<file path="src/rtl/keypad_in_ctrl.sv">
// Keypad input controller: scans a 4x4 active-low matrix, debounces one key
// at a time and assembles hex digits into a 16-bit entry buffer. The commit
// key publishes the buffer to read_data and raises key_ready until the CPU
// reads it (kctrl).
//
// state    | meaning
// ---------+-----------------------------------------------------------
// IDLE     | no key held, waiting for a single key in a frame
// DEBOUNCE | candidate key seen, counting identical frames
// ACCEPT   | one clk: key_code and the key action are applied
// PRESSED  | key accepted and still held; no auto-repeat
// RELEASE  | key gone, counting empty frames before re-arming
module keypad_in_ctrl #(
  parameter int SCAN_DIV     = 50000,
  parameter int DEBOUNCE_CNT = 4
) (
  input  logic        clk,
  input  logic        rst,
  input  logic [3:0]  row,
  output logic [3:0]  col,
  input  logic        kctrl,
  input  logic        kclr,
  output logic [15:0] read_data,
  output logic        key_ready,
  output logic [15:0] buf_data,
  output logic [3:0]  key_code
);

  localparam int DIV_W = (SCAN_DIV > 1) ? $clog2(SCAN_DIV) : 1;
  localparam int CNT_W = (DEBOUNCE_CNT > 1) ? $clog2(DEBOUNCE_CNT + 1) : 1;
  localparam logic [DIV_W-1:0] DIV_LAST = DIV_W'(SCAN_DIV - 1);
  localparam logic [CNT_W-1:0] CNT_DONE = CNT_W'(DEBOUNCE_CNT);
  localparam logic [CNT_W-1:0] CNT_ONE  = CNT_W'(1);

  typedef enum logic [2:0] {
    S_IDLE, S_DEBOUNCE, S_ACCEPT, S_PRESSED, S_RELEASE
  } state_t;

  state_t           state_q, state_d;
  logic [CNT_W-1:0] cnt_q, cnt_d, cnt_inc;
  logic [3:0]       cand_q, cand_d;

  logic [DIV_W-1:0] div_q;
  logic [1:0]       col_idx_q;
  logic             slot_end, frame_end;

  // Low-row tally for the frame so far: 0 = none, 1 = one key, 2 = several.
  logic [1:0]       acc_n_q, slot_n, frame_n;
  logic [3:0]       acc_key_q, frame_key;
  logic [1:0]       slot_r;
  logic             frame_hit, frame_none;
  logic             accept;

  assign slot_end  = (div_q == DIV_LAST);
  assign frame_end = slot_end && (col_idx_q == 2'd3);
  assign col       = ~(4'b0001 << col_idx_q);

  // Column slot timer and column index.
  always_ff @(posedge clk or posedge rst) begin
    if (rst) begin
      div_q     <= '0;
      col_idx_q <= 2'd0;
    end else if (slot_end) begin
      div_q     <= '0;
      col_idx_q <= col_idx_q + 2'd1;
    end else begin
      div_q     <= div_q + DIV_W'(1);
    end
  end

  // Count low rows in the current slot and remember the (last) low row.
  always_comb begin
    slot_n = 2'd0;
    slot_r = 2'd0;
    for (int i = 0; i < 4; i++) begin
      if (!row[i]) begin
        slot_r = 2'(i);
        if (slot_n != 2'd2) slot_n = slot_n + 2'd1;
      end
    end
  end

  // Merge this slot's sample into the frame tally; code is {row, col}.
  always_comb begin
    frame_n   = 2'd2;
    frame_key = acc_key_q;
    if (acc_n_q == 2'd0) begin
      frame_n   = slot_n;
      frame_key = {slot_r, col_idx_q};
    end else if (slot_n == 2'd0) begin
      frame_n   = acc_n_q;
    end
  end

  assign frame_hit  = frame_end && (frame_n == 2'd1);
  assign frame_none = frame_end && (frame_n != 2'd1);

  // Frame tally register, sampled on the last clk of each slot.
  always_ff @(posedge clk or posedge rst) begin
    if (rst) begin
      acc_n_q   <= 2'd0;
      acc_key_q <= 4'h0;
    end else if (frame_end) begin
      acc_n_q   <= 2'd0;
      acc_key_q <= 4'h0;
    end else if (slot_end) begin
      acc_n_q   <= frame_n;
      acc_key_q <= frame_key;
    end
  end

  // Debounce FSM state register.
  always_ff @(posedge clk or posedge rst) begin
    if (rst) begin
      state_q <= S_IDLE;
      cnt_q   <= '0;
      cand_q  <= 4'h0;
    end else begin
      state_q <= state_d;
      cnt_q   <= cnt_d;
      cand_q  <= cand_d;
    end
  end

  // Debounce FSM next state, advanced only on frame results.
  always_comb begin
    state_d = state_q;
    cnt_d   = cnt_q;
    cand_d  = cand_q;
    cnt_inc = cnt_q + CNT_ONE;
    case (state_q)
      S_IDLE: begin
        if (frame_hit) begin
          cand_d = frame_key;
          if (CNT_ONE >= CNT_DONE) begin
            state_d = S_ACCEPT;
            cnt_d   = '0;
          end else begin
            state_d = S_DEBOUNCE;
            cnt_d   = CNT_ONE;
          end
        end
      end
      S_DEBOUNCE: begin
        if (frame_hit && (frame_key == cand_q)) begin
          if (cnt_inc == CNT_DONE) begin
            state_d = S_ACCEPT;
            cnt_d   = '0;
          end else begin
            cnt_d   = cnt_inc;
          end
        end else if (frame_end) begin
          state_d = S_IDLE;
          cnt_d   = '0;
        end
      end
      S_ACCEPT: begin
        state_d = S_PRESSED;
        cnt_d   = '0;
      end
      S_PRESSED: begin
        if (frame_none) begin
          if (CNT_ONE >= CNT_DONE) begin
            state_d = S_IDLE;
            cnt_d   = '0;
          end else begin
            state_d = S_RELEASE;
            cnt_d   = CNT_ONE;
          end
        end
      end
      S_RELEASE: begin
        if (frame_none) begin
          if (cnt_inc == CNT_DONE) begin
            state_d = S_IDLE;
            cnt_d   = '0;
          end else begin
            cnt_d   = cnt_inc;
          end
        end else if (frame_hit) begin
          state_d = S_PRESSED;
          cnt_d   = '0;
        end
      end
      default: begin
        state_d = S_IDLE;
        cnt_d   = '0;
      end
    endcase
  end

  assign accept = (state_q == S_ACCEPT);

  // Key actions and CPU strobes; kclr beats a digit, commit beats kctrl.
  always_ff @(posedge clk or posedge rst) begin
    if (rst) begin
      buf_data  <= 16'h0000;
      read_data <= 16'h0000;
      key_ready <= 1'b0;
      key_code  <= 4'h0;
    end else begin
      if (accept) key_code <= cand_q;

      if (accept && (cand_q == 4'hE)) begin
        read_data <= buf_data;
        key_ready <= 1'b1;
      end else if (kctrl) begin
        key_ready <= 1'b0;
      end

      if (kclr) begin
        buf_data <= 16'h0000;
      end else if (accept) begin
        if (cand_q == 4'hE)      buf_data <= 16'h0000;
        else if (cand_q == 4'hF) buf_data <= {4'h0, buf_data[15:4]};
        else                     buf_data <= {buf_data[11:0], cand_q};
      end
    end
  end

endmodule

</file>
<file path="config.mk">
export PLATFORM = sky130hd
export DESIGN_NAME = keypad_in_ctrl
export DESIGN_NICKNAME = d
export VERILOG_FILES = /design/src/rtl/keypad_in_ctrl.sv
export SDC_FILE = /design/constraint.sdc
export NUM_CORES = 1
export LEC_CHECK = 0
export ABC_AREA = 1
export CAP_MARGIN = 20
export CORE_MARGIN = 2
export CORE_UTILIZATION = 59
export DETAILED_ROUTE_END_ITERATION = 16
export PLACE_DENSITY = 0.92
export SLEW_MARGIN = 30
export SYNTH_ARGS = -nofsm -noshare
export SYNTH_HDL_FRONTEND = slang
export SYNTH_SLANG_ARGS = --single-unit
</file>
<file path="constraint.sdc">
create_clock -name clk -period 6.4 [get_ports clk]
set_clock_uncertainty 0.05 [all_clocks]
set_input_delay 0.96 -clock clk [delete_from_list [all_inputs] [get_ports clk]]
set_output_delay 0.96 -clock clk [all_outputs]
set_load 0.03 [all_outputs]
</file>
==> run_results.csv <==
group,metric,value,unit
sta,hold_ws,0.429,ns
sta,relSlewSlack,0.405,
pwr,p_int,604,µW
worst_setup_path,arrival,3.33,ns
floorplan,die_h,82.6,µm
floorplan,die-area,6820,µm²
sta,fmax,318,MHz
clocking,path_clk_slew,0.07,ns
clocking,clock_path_buffers,2,
yosys,yosysSeqAreaShare,0.488,
yosys,yosysWarnings,0,
hold_path,hold_class,"register to register",
routing,vias_per_cell,5.42,
place,hpwlAfterDp,5.75,mm
final_layout,register_area,1780,µm²
yosys,synth_area_per_cell,7.95,µm²
yosys,syn-instance-count,458,
pwr,p_sw,180,µW
yosys,synth_edf_count,0,
global_routing,grt_pass1_wl,13.4,mm
final_layout,final_common_cell,"nand2_1",
clocking,root_buffer,"clkbuf_8",
pwr,switching_share,0.230,
routing,wl,8.00,mm
yosys,synthFlopType,"dfrtp_1",
global_routing,grtUsageTotal,0.259,
pwr,p_clk_frac,0.395,
global_routing,gr-total-overflow,0,
yosys,synth_seq_cells,71,
yosys,synthArstFlopShare,1.00,
sta,drv_slew,0,
clocking,numCtsBuffers,9,
final_layout,drive_gt1_frac,0.0738,
floorplan,pin_count,49,
sta,worst-slew-pin-transition,0.890,ns
pwr,power_frac_comb,0.033,
place,place_congestion,0.893,
sta,finalSetupViolations,0,
final_layout,n_fill_cell,447,
yosys,syn_area,3640,µm²
pwr,peakVddDrop,0.116,mV
clocking,hold_buffers,0,
yosys,synth.distinct_cells,28,
final_layout,areaGrowthSynthToFinish,19.6,%
routing,route.detailed.drc,0,
place,io_buffers,48,
sta,rsz0062_at_grt,"no",
worst_setup_path,critPathMaxFanout,8,
clocking,cts_tree,"yes",
clocking,post_cts_buffers,0,
flow_run,drv_cap,0,
final_layout,diodes,0,
clocking,cts_sinks,71,
worst_setup_path,critPathLaunchType,"input port",
final_layout,multiInputGateArea,1520,µm²
routing,drtIter0Drc,195,
global_routing,antenna_found_initial,0,
worst_setup_path,cp.required,6.58,ns
worst_setup_path,endpoint_kind,"register",
pwr,leakage,2.04,nW
routing,antenna_left,0,
global_routing,grt_pass1_vias,3041,
sta,fin_crit,3.15,ns
final_layout,most-common-layout-cells,"116 x nand2_1, 76 x inv_1, 71 x dfrtp_1",
floorplan,core_area,5960,µm²
final_layout,nets,532,
final_layout,finish.utilization,0.731,
worst_setup_path,path_class,"input port to register",
sta,hold_viol,0,
global_routing,grt_start_max_net_pins,72,
clocking,h-tree-depth,3,
run_status,outcome,"complete, no violations",
sta,finalCritPeriodShare,0.491,
sta,setup_tns,0,ns
floorplan,die_w,82.6,µm
clocking,cts_resized,0,
routing,post_drt_wl_per_cell,13.6,µm
clocking,clk_latency,0.35,ns
yosys,synthesis.nets,479,
floorplan,start_util,0.611,
pwr,powerDensity,180,nW/µm²
routing,dr.pass1.iters,4,
pwr,seq_power_share,0.572,
floorplan,fp-row-count,28,
routing,vias,3199,
## path summary, 6_finish.rpt
check | slack [ns] | endpoint | depth (start not counted) | startpoint
worst max register to register | 4.19 | read_data[14]$_DFFE_PP0P_ | 6 | cand_q[3]$_DFFE_PP0P_
worst max-delay path | 3.25 | cand_q[2]$_DFFE_PP0P_ | 15 | row[1]
min in group asynchronous | 1.02 | read_data[5]$_DFFE_PP0P_ | 3 | rst
worst min-delay path | 0.43 | div_q[0]$_DFF_PP0_ | 1 | div_q[0]$_DFF_PP0_
worst min register to register | 0.43 | div_q[0]$_DFF_PP0_ | 1 | div_q[0]$_DFF_PP0_
max in group asynchronous | 4.82 | div_q[5]$_DFF_PP0_ | 3 | rst
## synth_stat cells, types with 7 or more instances
master | number | area, µm²
nand2_2 | 9 | 56.3
nor2_1 | 30 | 113
dfrtp_1 | 71 | 1780
nand3_1 | 26 | 130
nor2_2 | 7 | 43.8
nand4_1 | 9 | 56.3
o211ai_1 | 8 | 60.1
ha_1 | 13 | 163
o21ai_1 | 7 | 35.0
inv_1 | 77 | 289
o21ai_0 | 40 | 200
nand2_1 | 116 | 435
a21oi_1 | 8 | 40.0
## cell type report
cell class | instances | area share
clock buffer | 11 | 0.0325
clock inverter | 4 | 0.00517
inverter | 81 | 0.0710
multi-input combinational | 299 | 0.349
sequential | 71 | 0.408
tap | 75 | 0.0215
timing repair buffer | 49 | 0.113
## cell families after synthesis
group           count (synthesis)  synth area share
simple gates                  209             0.251
buf+inv                        88            0.0945
compound gates                 74             0.114
flops                          71             0.488
fa+ha+maj                      13            0.0447
xor+xnor                        3           0.00722
## metal layers
metal | routed length [µm] | vias to the layer above | track usage
met5 | 0 | - | 0
met4 | 221 | 0 | 0.138
met3 | 352 | 24 | 0.0359
met2 | 4080 | 109 | 0.451
met1 | 3350 | 1498 | 0.311
li1 | - | 1568 | -
## state kept, by name, summed over array words and instances, names as in the netlist
signal / flops
buf_data: 16
div_q: 16
read_data: 16
acc_key_q: 4
cand_q: 4
key_code: 4
cnt_q: 3
state_q: 3
acc_n_q: 2
col_idx_q: 2
key_ready: 1
## metrics by stage
stage	total power [mW]	instance area (µm²)	worst slack, ns	instances
after floorplan	0.473	3640	3.59	458
after global placement	0.482	4190	3.03	575
after detailed placement	0.483	4190	2.93	575
after CTS	0.785	4350	3.26	590
after global routing	0.806	4360	2.96	590
final	0.784	4360	3.25	590
## power groups by stage
stage	Clock (mW)	Sequential [mW]	Combinational, mW
3_5_place_dp	0	0.457	0.0262
4_1_cts	0.310	0.448	0.0264
2_1_floorplan	0	0.457	0.0156
3_3_place_gp	0	0.457	0.0246
6_report	0.309	0.448	0.0262
5_1_grt	0.327	0.448	0.0302
## critical path: stages
cell and delay [ns]:
clkdlybuf4s50_1 0.50, inv_1 0.09, ha_1 0.27, inv_1 0.04
nand2_1 0.07, nand2_1 0.07, ha_1 0.29, nand2_1 0.09
nand4_1 0.09, a21oi_1 0.20, nand2_2 0.15, nor2_1 0.17
nand2_1 0.19, nand2_1 0.10, o21ai_1 0.06
Note: power is estimated with default switching activity, not from simulation.
